===== src/rtl/gpio_tx_if.sv =====
// gpio_tx_if: HACK CPU data-bus view seen by the serial transmitter.
//   addressM : CPU data address (15 bits)
//   outM     : CPU write data (16 bits)
//   writeM   : CPU write strobe
//   statusM  : status word returned by the transmitter, {13'b0, overrun, full, busy}
// master = CPU side, slave = transmitter side.
interface gpio_tx_if;
  logic [14:0] addressM;
  logic [15:0] outM;
  logic        writeM;
  logic [15:0] statusM;

  modport master (output addressM, output outM, output writeM, input statusM);
  modport slave  (input addressM, input outM, input writeM, output statusM);
endinterface


===== src/rtl/gpio_tx.sv =====
// gpio_tx: memory-mapped 8N1 serial transmitter driving the GPIO pin.
//   CLK  : system clock, all state changes on the rising edge
//   RST  : synchronous reset, active low
//   bus  : CPU bus (slave modport); a write to DATA_ADDR queues outM[7:0]
//          into a 4-entry FIFO, a write to STAT_ADDR with outM[2] set clears
//          the sticky overrun flag; statusM = {13'b0, overrun, full, busy}
//   TX   : serial line, idle high, registered
module gpio_tx #(
  parameter int          CLKS_PER_BIT = 139,
  parameter logic [14:0] DATA_ADDR    = 15'h6002,
  parameter logic [14:0] STAT_ADDR    = 15'h6003
) (
  input  logic      CLK,
  input  logic      RST,
  gpio_tx_if.slave  bus,
  output logic      TX
);

  localparam int TW = (CLKS_PER_BIT > 1) ? $clog2(CLKS_PER_BIT) : 1;
  localparam logic [TW-1:0] BIT_LAST = TW'(CLKS_PER_BIT - 1);

  typedef enum logic [1:0] {IDLE, START, DATA, STOP} state_t;

  state_t        state_q, state_d;
  logic [TW-1:0] timer_q, timer_d;
  logic [2:0]    bit_idx_q, bit_idx_d;
  logic [7:0]    shift_q, shift_d;
  logic          tx_q, tx_d;
  logic [1:0]    wr_ptr_q, wr_ptr_d;
  logic [1:0]    rd_ptr_q, rd_ptr_d;
  logic [2:0]    count_q, count_d;
  logic          overrun_q, overrun_d;
  logic [7:0]    mem_q [4];

  logic push_req, clr_req, full, empty, bit_end, pop, push, overflow, busy;

  assign push_req = bus.writeM && (bus.addressM == DATA_ADDR);
  assign clr_req  = bus.writeM && (bus.addressM == STAT_ADDR) && bus.outM[2];
  assign full     = (count_q == 3'd4);
  assign empty    = (count_q == 3'd0);
  assign bit_end  = (timer_q == BIT_LAST);
  // A pop happens from IDLE, or at the last stop-bit cycle so the next
  // start bit follows with no idle gap.
  assign pop      = !empty && ((state_q == IDLE) || ((state_q == STOP) && bit_end));
  // A full FIFO still accepts a byte when a slot frees in the same cycle.
  assign push     = push_req && (!full || pop);
  assign overflow = push_req && !push;
  assign busy     = (state_q != IDLE) || !empty;

  assign bus.statusM = {13'b0, overrun_q, full, busy};
  assign TX          = tx_q;

  always_comb begin
    state_d   = state_q;
    timer_d   = bit_end ? '0 : timer_q + TW'(1);
    bit_idx_d = bit_idx_q;
    shift_d   = shift_q;
    wr_ptr_d  = wr_ptr_q + {1'b0, push};
    rd_ptr_d  = rd_ptr_q + {1'b0, pop};
    count_d   = count_q + {2'b0, push} - {2'b0, pop};
    // Set has priority over a clear in the same cycle.
    overrun_d = overflow ? 1'b1 : (clr_req ? 1'b0 : overrun_q);
    // TX follows the state one cycle later, so it never sees writeM directly.
    tx_d      = (state_q == START) ? 1'b0 :
                (state_q == DATA)  ? shift_q[0] : 1'b1;

    unique case (state_q)
      IDLE: begin
        timer_d = '0;
        if (pop) begin
          state_d = START;
          shift_d = mem_q[rd_ptr_q];
        end
      end
      START: begin
        if (bit_end) begin
          state_d   = DATA;
          bit_idx_d = 3'd0;
        end
      end
      DATA: begin
        if (bit_end) begin
          shift_d   = {1'b0, shift_q[7:1]};
          bit_idx_d = bit_idx_q + 3'd1;
          if (bit_idx_q == 3'd7) state_d = STOP;
        end
      end
      STOP: begin
        if (bit_end) begin
          if (pop) begin
            state_d = START;
            shift_d = mem_q[rd_ptr_q];
          end else begin
            state_d = IDLE;
          end
        end
      end
      default: state_d = IDLE;
    endcase
  end

  always_ff @(posedge CLK) begin
    if (!RST) begin
      state_q   <= IDLE;
      timer_q   <= '0;
      bit_idx_q <= 3'd0;
      shift_q   <= 8'd0;
      tx_q      <= 1'b1;
      wr_ptr_q  <= 2'd0;
      rd_ptr_q  <= 2'd0;
      count_q   <= 3'd0;
      overrun_q <= 1'b0;
    end else begin
      state_q   <= state_d;
      timer_q   <= timer_d;
      bit_idx_q <= bit_idx_d;
      shift_q   <= shift_d;
      tx_q      <= tx_d;
      wr_ptr_q  <= wr_ptr_d;
      rd_ptr_q  <= rd_ptr_d;
      count_q   <= count_d;
      overrun_q <= overrun_d;
    end
  end

  // FIFO storage carries no reset; the pointers define what is valid.
  always_ff @(posedge CLK) begin
    if (RST && push) mem_q[wr_ptr_q] <= bus.outM[7:0];
  end

endmodule


===== src/flat_wrapper.sv =====
// flat-port wrapper written by rule: the top's interface ports become plain ports
module gpio_tx_flat 
#(
  parameter int          CLKS_PER_BIT = 139,
  parameter logic [14:0] DATA_ADDR    = 15'h6002,
  parameter logic [14:0] STAT_ADDR    = 15'h6003
)
  (CLK, RST, TX, bus_addressM, bus_outM, bus_writeM, bus_statusM);
  gpio_tx_if bus_i ();
  input  logic CLK;
  input  logic RST;
  output logic TX;
  input wire logic [$bits(bus_i.addressM)-1:0] bus_addressM;
  input wire logic [$bits(bus_i.outM)-1:0] bus_outM;
  input wire logic [$bits(bus_i.writeM)-1:0] bus_writeM;
  output wire logic [$bits(bus_i.statusM)-1:0] bus_statusM;
  assign bus_i.addressM = bus_addressM;
  assign bus_i.outM = bus_outM;
  assign bus_i.writeM = bus_writeM;
  assign bus_statusM = bus_i.statusM;
  gpio_tx #(.CLKS_PER_BIT(CLKS_PER_BIT), .DATA_ADDR(DATA_ADDR), .STAT_ADDR(STAT_ADDR)) u_core (.CLK(CLK), .RST(RST), .bus(bus_i), .TX(TX));
endmodule

===== config.mk =====
export PLATFORM = sky130hd
export DESIGN_NAME = gpio_tx_flat
export DESIGN_NICKNAME = d
export VERILOG_FILES = /design/src/rtl/gpio_tx_if.sv /design/src/rtl/gpio_tx.sv /design/src/flat_wrapper.sv
export SDC_FILE = /design/constraint.sdc
export NUM_CORES = 1
export LEC_CHECK = 0
export CAP_MARGIN = 10
export CORE_UTILIZATION = 53
export CTS_BUF_LIST = sky130_fd_sc_hd__clkbuf_4 sky130_fd_sc_hd__clkbuf_8 sky130_fd_sc_hd__clkbuf_16
export DETAILED_ROUTE_END_ITERATION = 16
export GPL_TIMING_DRIVEN = 1
export HOLD_SLACK_MARGIN = 0.12
export PLACE_DENSITY_LB_ADDON = 0.05
export SYNTH_ARGS = -nofsm -noshare
export SYNTH_HDL_FRONTEND = slang
export SYNTH_SLANG_ARGS = --single-unit

===== constraint.sdc =====
create_clock -name CLK -period 3.1 [get_ports CLK]
set_input_delay 0.62 -clock CLK [delete_from_list [all_inputs] [get_ports CLK]]
set_output_delay 0.62 -clock CLK [all_outputs]
set_load 0.1 [all_outputs]

---- Yosys cells after proc, flatten, opt, wreduce, memory -nomap -nowiden ----
Memories as Yosys holds them, arrays and structs flattened. A register that Yosys moved wholly into a read port is not among the register bits.
Cells that the tools add are included.
Widths: inputs -> output; s select.
cells by class
  add/sub/neg operators ................... 6
  equality and inequality tests ........... 13
  muxes and demuxes ....................... 21
  bitwise gates (word level) .............. 1
  reduce and logical (&&, ||, !) cells .... 24
operator list
  operator              number
  $eq 15x15->1 const B  2
  $mux 8                3
  $pmux 8 s3            1
  $mux 2                6
  $add 8x1->8 const B   1
  $eq 8x8->1 const B    1
  $logic_and 1x1->1     8
  $ne 2x1->1 const B    4
  $pmux 2 s4            1
  $mux 1                7
  $eq 3x3->1 const B    2
  $mux 3                2
  $pmux 3 s2            1
  $reduce_and 3->1      2
  $reduce_bool 2->1     3
  $reduce_and 5->1      1
  $add 2x1->2           2
  $eq 2x2->1 const B    2
  $add 3x1->3           1
  $add 3x1->3 const B   1
  $logic_not 1->1       3
  $logic_not 3->1       1
  $logic_or 1x1->1      3
  $reduce_bool 3->1     1
  6 further kinds       6
word-level totals
  flip-flop bits (word level) ............. 30
  memory bits (writable) .................. 32
  input port bits ......................... 34
  output and inout port bits .............. 17
  word-level logic and storage cells ...... 75
  memories ................................ 1
memories
  name          depth  width  read ports  clocked after Yosys merged registers in  wr ports  line           RTL
  u_core.mem_q  4      8      1           1                                        1         gpio_tx.sv:33  logic [7:0] mem_q [4];

---- Depth between registers and ports, before layout ----
  word-level depth ........................ 9
  gate-level depth with buffers ........... 11
  depth with buffers taken out ............ 11

---- Worst setup path before layout ----
OpenSTA, ideal clock, no wires.
  path type ............................... in2reg
  from .................................... input port bus_addressM[3]
  to ...................................... memory u_core.mem_q[1][0], enable pin
  setup time .............................. 0.385 ns
  arrival ................................. 2.044 ns
  required time ........................... 2.715 ns
  path slack .............................. 0.671 ns
  cell stages on the path ................. 4
  path buffers ............................ 0
  cell sequence ........................... nor4b_1 > and4_1 > nand4b_1 > nor3b_1
on the way
  longest elaborated chain between the ends .. 6
RTL lines
  what                          line                RTL
  start, declared               flat_wrapper.sv:13  input wire logic [$bits(bus_i.addressM)-1:0] bus_addressM;
  $eq 15x15->1                  gpio_tx.sv:37       assign push_req = bus.writeM && (bus.addressM == DATA_ADDR);
  $logic_and 1x1->1             gpio_tx.sv:37
  $logic_and 1x1->1             gpio_tx.sv:46       assign push = push_req && (!full || pop);
  $logic_and 1x1->1             gpio_tx.sv:128      if (RST && push) mem_q[wr_ptr_q] <= bus.outM[7:0];
  $mux 1                        gpio_tx.sv:128
  $mux 1 (not written as such)  gpio_tx.sv:128
  end, declared                 gpio_tx.sv:33
Every way passes these cells.

---- Worst setup path after layout ----
  from .................................... register u_core.state_q[0]
  to ...................................... output port bus_statusM[0]
on the way
  longest elaborated chain between the ends .. 2
RTL lines
  what                    line                RTL
  start, declared         gpio_tx.sv:24       state_t state_q, state_d;
  start signal, assigned  gpio_tx.sv:114      state_q <= state_d;
  $reduce_bool 2->1       gpio_tx.sv:48       assign busy = (state_q != IDLE) || !empty;
  $logic_or 1x1->1        gpio_tx.sv:48
  end, declared           flat_wrapper.sv:16  output wire logic [$bits(bus_i.statusM)-1:0] bus_statusM;
Every way passes these cells.

==> summary.md <==
| Metric | Value |
|---|---|
| Status | finished clean |
| Clock transition at path regs | ~0.07 ns |
| CP arrival | 1.96 ns |
| Vias per cell | 5.23 |
| Comb pwr share | 36.9% |
| I/O Pins | approximately 50 |
| Post-layout min period | roughly 2.6 ns |
| Clock group share of total power | 23.9% |
| Gate Count Post-Synth | approximately 240 |
| Hpwl dp | 3650 um |
| Post-synthesis simple-gate area fraction | 13.6% |
| Adder-cell area share of the yosys netlist | 6.64% |
| Final antenna diode count | 0 |
| Sequential area share after synthesis | around 53% |
| VDD IR max | roughly 0.00035 V |
| Setup_tns | 0 ns |
| Crit-path max FO | 6 |
| Post-synthesis mux area share | 11.2% |
| Htree depth | 3 |
| Core Area | 5240 um2 |
| Die width | between 70 and 80 um |
| Post-synth EDFFs | 32 |
| Port buffer count | 29 |
| Synth Area per Inst | 12.3 um2 |
| Achievable frequency | 388 MHz |
| Syn. warnings | 0 |
| Final Hold Fails | 0 |
| Skew final | roughly 0.0085 ns |
| GR Util All Layers | roughly a fifth |
| Clk buf depth | 2 |
| Post-cts gate resize count | 0 |
| Clock insertion delay at the later pin of the skew report | 0.33 ns |
| Vias | 1829 |
| Flops & latches, synth | 62 |
| Combinational family with the most area after synthesis | simple AND/OR/NAND/NOR gates |
| First-pass GRT wire length | 8540 um |
| RSZ-0062 raised after global routing | no |
| Post-CTS setup repair buffer count | 0 |
| Initial antenna violation count | 0 |
| Startpoint Class | flip-flop |
| Critical path type | flip-flop to output pin |
| Pin count of the biggest net entering global routing | 27 |
| DR WL/cell | 14.3 um |
| Slew Limit Fails | 0 |
| Worst Tran Pin Value | about 0.57 ns |
| Final Util | between 60% and 70% |
| Post-layout nets | 324 |
| Initial DRC Count | 73 |
| Starting Density | 56.2% |
| Clk root buf | clkbuf_8 |
| Row count | 26 |
| Crit path capture type | output pin |
| CTS tree | done |
| Net Sw Frac | 38.2% |
| Hold buffers post-CTS | 0 |
| Worst Path Required | 2.48 ns |
| Vias in the first global route | 1768 |
| Number of remaining DRC errors | 0 |
| Layout cell share with drive strength beyond 1 | approximately 18% |
| Psw | 1.04 mW |
| Hold crit path type | flip-flop to flip-flop |
| Synth Cell Area | 2940 um2 |
| DRT Pass-1 Iters | 4 |
| Area growth syn-to-layout | 16.9% |
| Remaining Overflow, GRT | 0 |
| Die height | 76.5 um |
| Cell-internal power | approximately 1.7 mW |
| Synth Flop Type | edfxtp_1 |
| Synth Area in Compound Gates | 5.44% |
| Final RePlAce weighted congestion | 0.726 |
| Fin crit share | ~83% |
| Leakage | ~1.3 nW |
| Power Density | 795 nW/um2 |
| Cell variety after synth | 44 |
| Post-synth ARST share | 0% |
| Seq pwr share | between 30% and 40% |
| Num CTS Buffers | 9 |
| Max-slew headroom | about 62% |
| Post-Synth XOR/XNOR Area | 2.98% |
| Setup violators final | 0 |
| Max Cap Viol | 0 |
| Sink Count | 62 |
| Total Wirelength | 4990 um |
| Post-DRT Antenna Nets | 0 |
| DIE AREA | 5850 um2 |
==> synth_stat cells, types with 2 or more instances <==
cell type / number / area (um2)
dfxtp_1: 30 / 601
o21a_1: 3 / 22.5
o31ai_1: 2 / 15.0
nand3_1: 9 / 45.0
edfxtp_1: 32 / 961
ha_1: 14 / 175
and4_1: 2 / 17.5
clkbuf_1: 5 / 18.8
xnor2_1: 5 / 43.8
nand2_1: 17 / 63.8
nor3b_1: 6 / 45.0
buf_4: 16 / 120
a21oi_1: 5 / 25.0
xor2_1: 5 / 43.8
mux4_2: 8 / 180
and2_1: 4 / 25.0
or3_1: 2 / 12.5
o21ai_0: 6 / 30.0
a31oi_1: 2 / 12.5
nor4b_1: 2 / 17.5
mux2_2: 7 / 78.8
nor3_1: 3 / 15.0
nor2_1: 15 / 56.3
inv_1: 13 / 48.8
mux2i_1: 7 / 70.1
==> routing by layer <==
| layer | routed length [um] | track usage (%) |
|---|---|---|
| met5 | 0 | 0 |
| met4 | 36 | 5.19 |
| met3 | 266 | 5.51 |
| met2 | 2350 | 30.4 |
| met1 | 2340 | 25.2 |
==> cell type report <==
| type | count | area (um2) |
|---|---|---|
| timing repair buffer | 36 | 333 |
| clock buffer | 9 | 124 |
| inverter | 13 | 48.8 |
| tap | 70 | 87.6 |
| clock inverter | 7 | 62.6 |
| multi-input combinational | 153 | 1220 |
| fill | 413 | 1800 |
| sequential | 62 | 1560 |
==> power groups by stage <==
stage	combinational, mW	sequential (mW)	clock, mW
after floorplan	0.874	1.07	0
after global placement	0.999	1.08	0
after detailed placement	1.02	1.09	0
after CTS	1.02	1.07	0.674
after global routing	1.11	1.09	0.715
final	1.01	1.07	0.654
==> cell usage in the layout, fill, tap and decap left out, types with 2 or more instances in the layout <==
master,instances
a21oi_1,5
dfxtp_1,30
buf_4,11
and4_1,2
inv_6,3
mux2_2,7
clkbuf_8,9
conb_1,13
o21ai_0,6
edfxtp_1,32
ha_1,14
inv_1,13
or3_1,2
a31oi_1,2
clkdlybuf4s50_1,25
nor2_1,15
clkinv_4,2
and2_1,4
o21a_1,3
mux4_2,8
o31ai_1,2
xnor2_1,5
nor3_1,3
nand3_1,9
nor4b_1,2
mux2i_1,7
xor2_1,5
nor3b_1,6
nand2_1,17
==> sequential cells by signal (all words and copies together), names as in the netlist <==
name / flops
u_core.state_q: 2
u_core.timer_q: 8
u_core.mem_q: 32
u_core.shift_q: 8
u_core.TX: 1
u_core.rd_ptr_q: 2
u_core.count_q: 3
u_core.overrun_q: 1
u_core.wr_ptr_q: 2
u_core.bit_idx_q: 3
==> per-stage QoR <==
stage / area [um2] / hold WS [ns] / power, mW / std cells / worst slack, ns
CTS: 3440 / 0.463 / 2.77 / 350 / 0.506
global placement: 3250 / 0.442 / 2.08 / 334 / 0.273
finish: 3440 / 0.459 / 2.73 / 350 / 0.520
global route: 3440 / 0.490 / 2.91 / 350 / 0.422
floorplan: 2990 / 0.432 / 1.94 / 251 / 0.671
detailed placement: 3250 / 0.453 / 2.11 / 334 / 0.283
==> logic make-up after synthesis <==
kind of cell | count (synthesis)
and+or+nand+nor | 70
adders and majority gates | 15
other | 1
xor gates and xnor gates | 10
AOI/OAI and AO/OA | 23
DFF | 62
buffers and inverters | 36
muxes | 22
==> critical path, cell delays in order, from the launching register on <==
cell	delay, ns
dfxtp_1	0.37
inv_1	0.15
ha_1	0.21
or4b_2	0.64
buf_4	0.27
==> final timing paths <==
kind | cells past startpoint | start | slack [ns] | endpoint
worst max-delay path | 4 | u_core.state_q[0] | 0.52 | bus_statusM[0]
worst min-delay path | 2 | u_core.shift_q[3] | 0.46 | u_core.shift_q[3]
worst max register to register | 7 | u_core.state_q[0] | 0.68 | u_core.count_q[1]
worst min register to register | 2 | u_core.shift_q[3] | 0.46 | u_core.shift_q[3]
(Power assumes the default switching activity.)
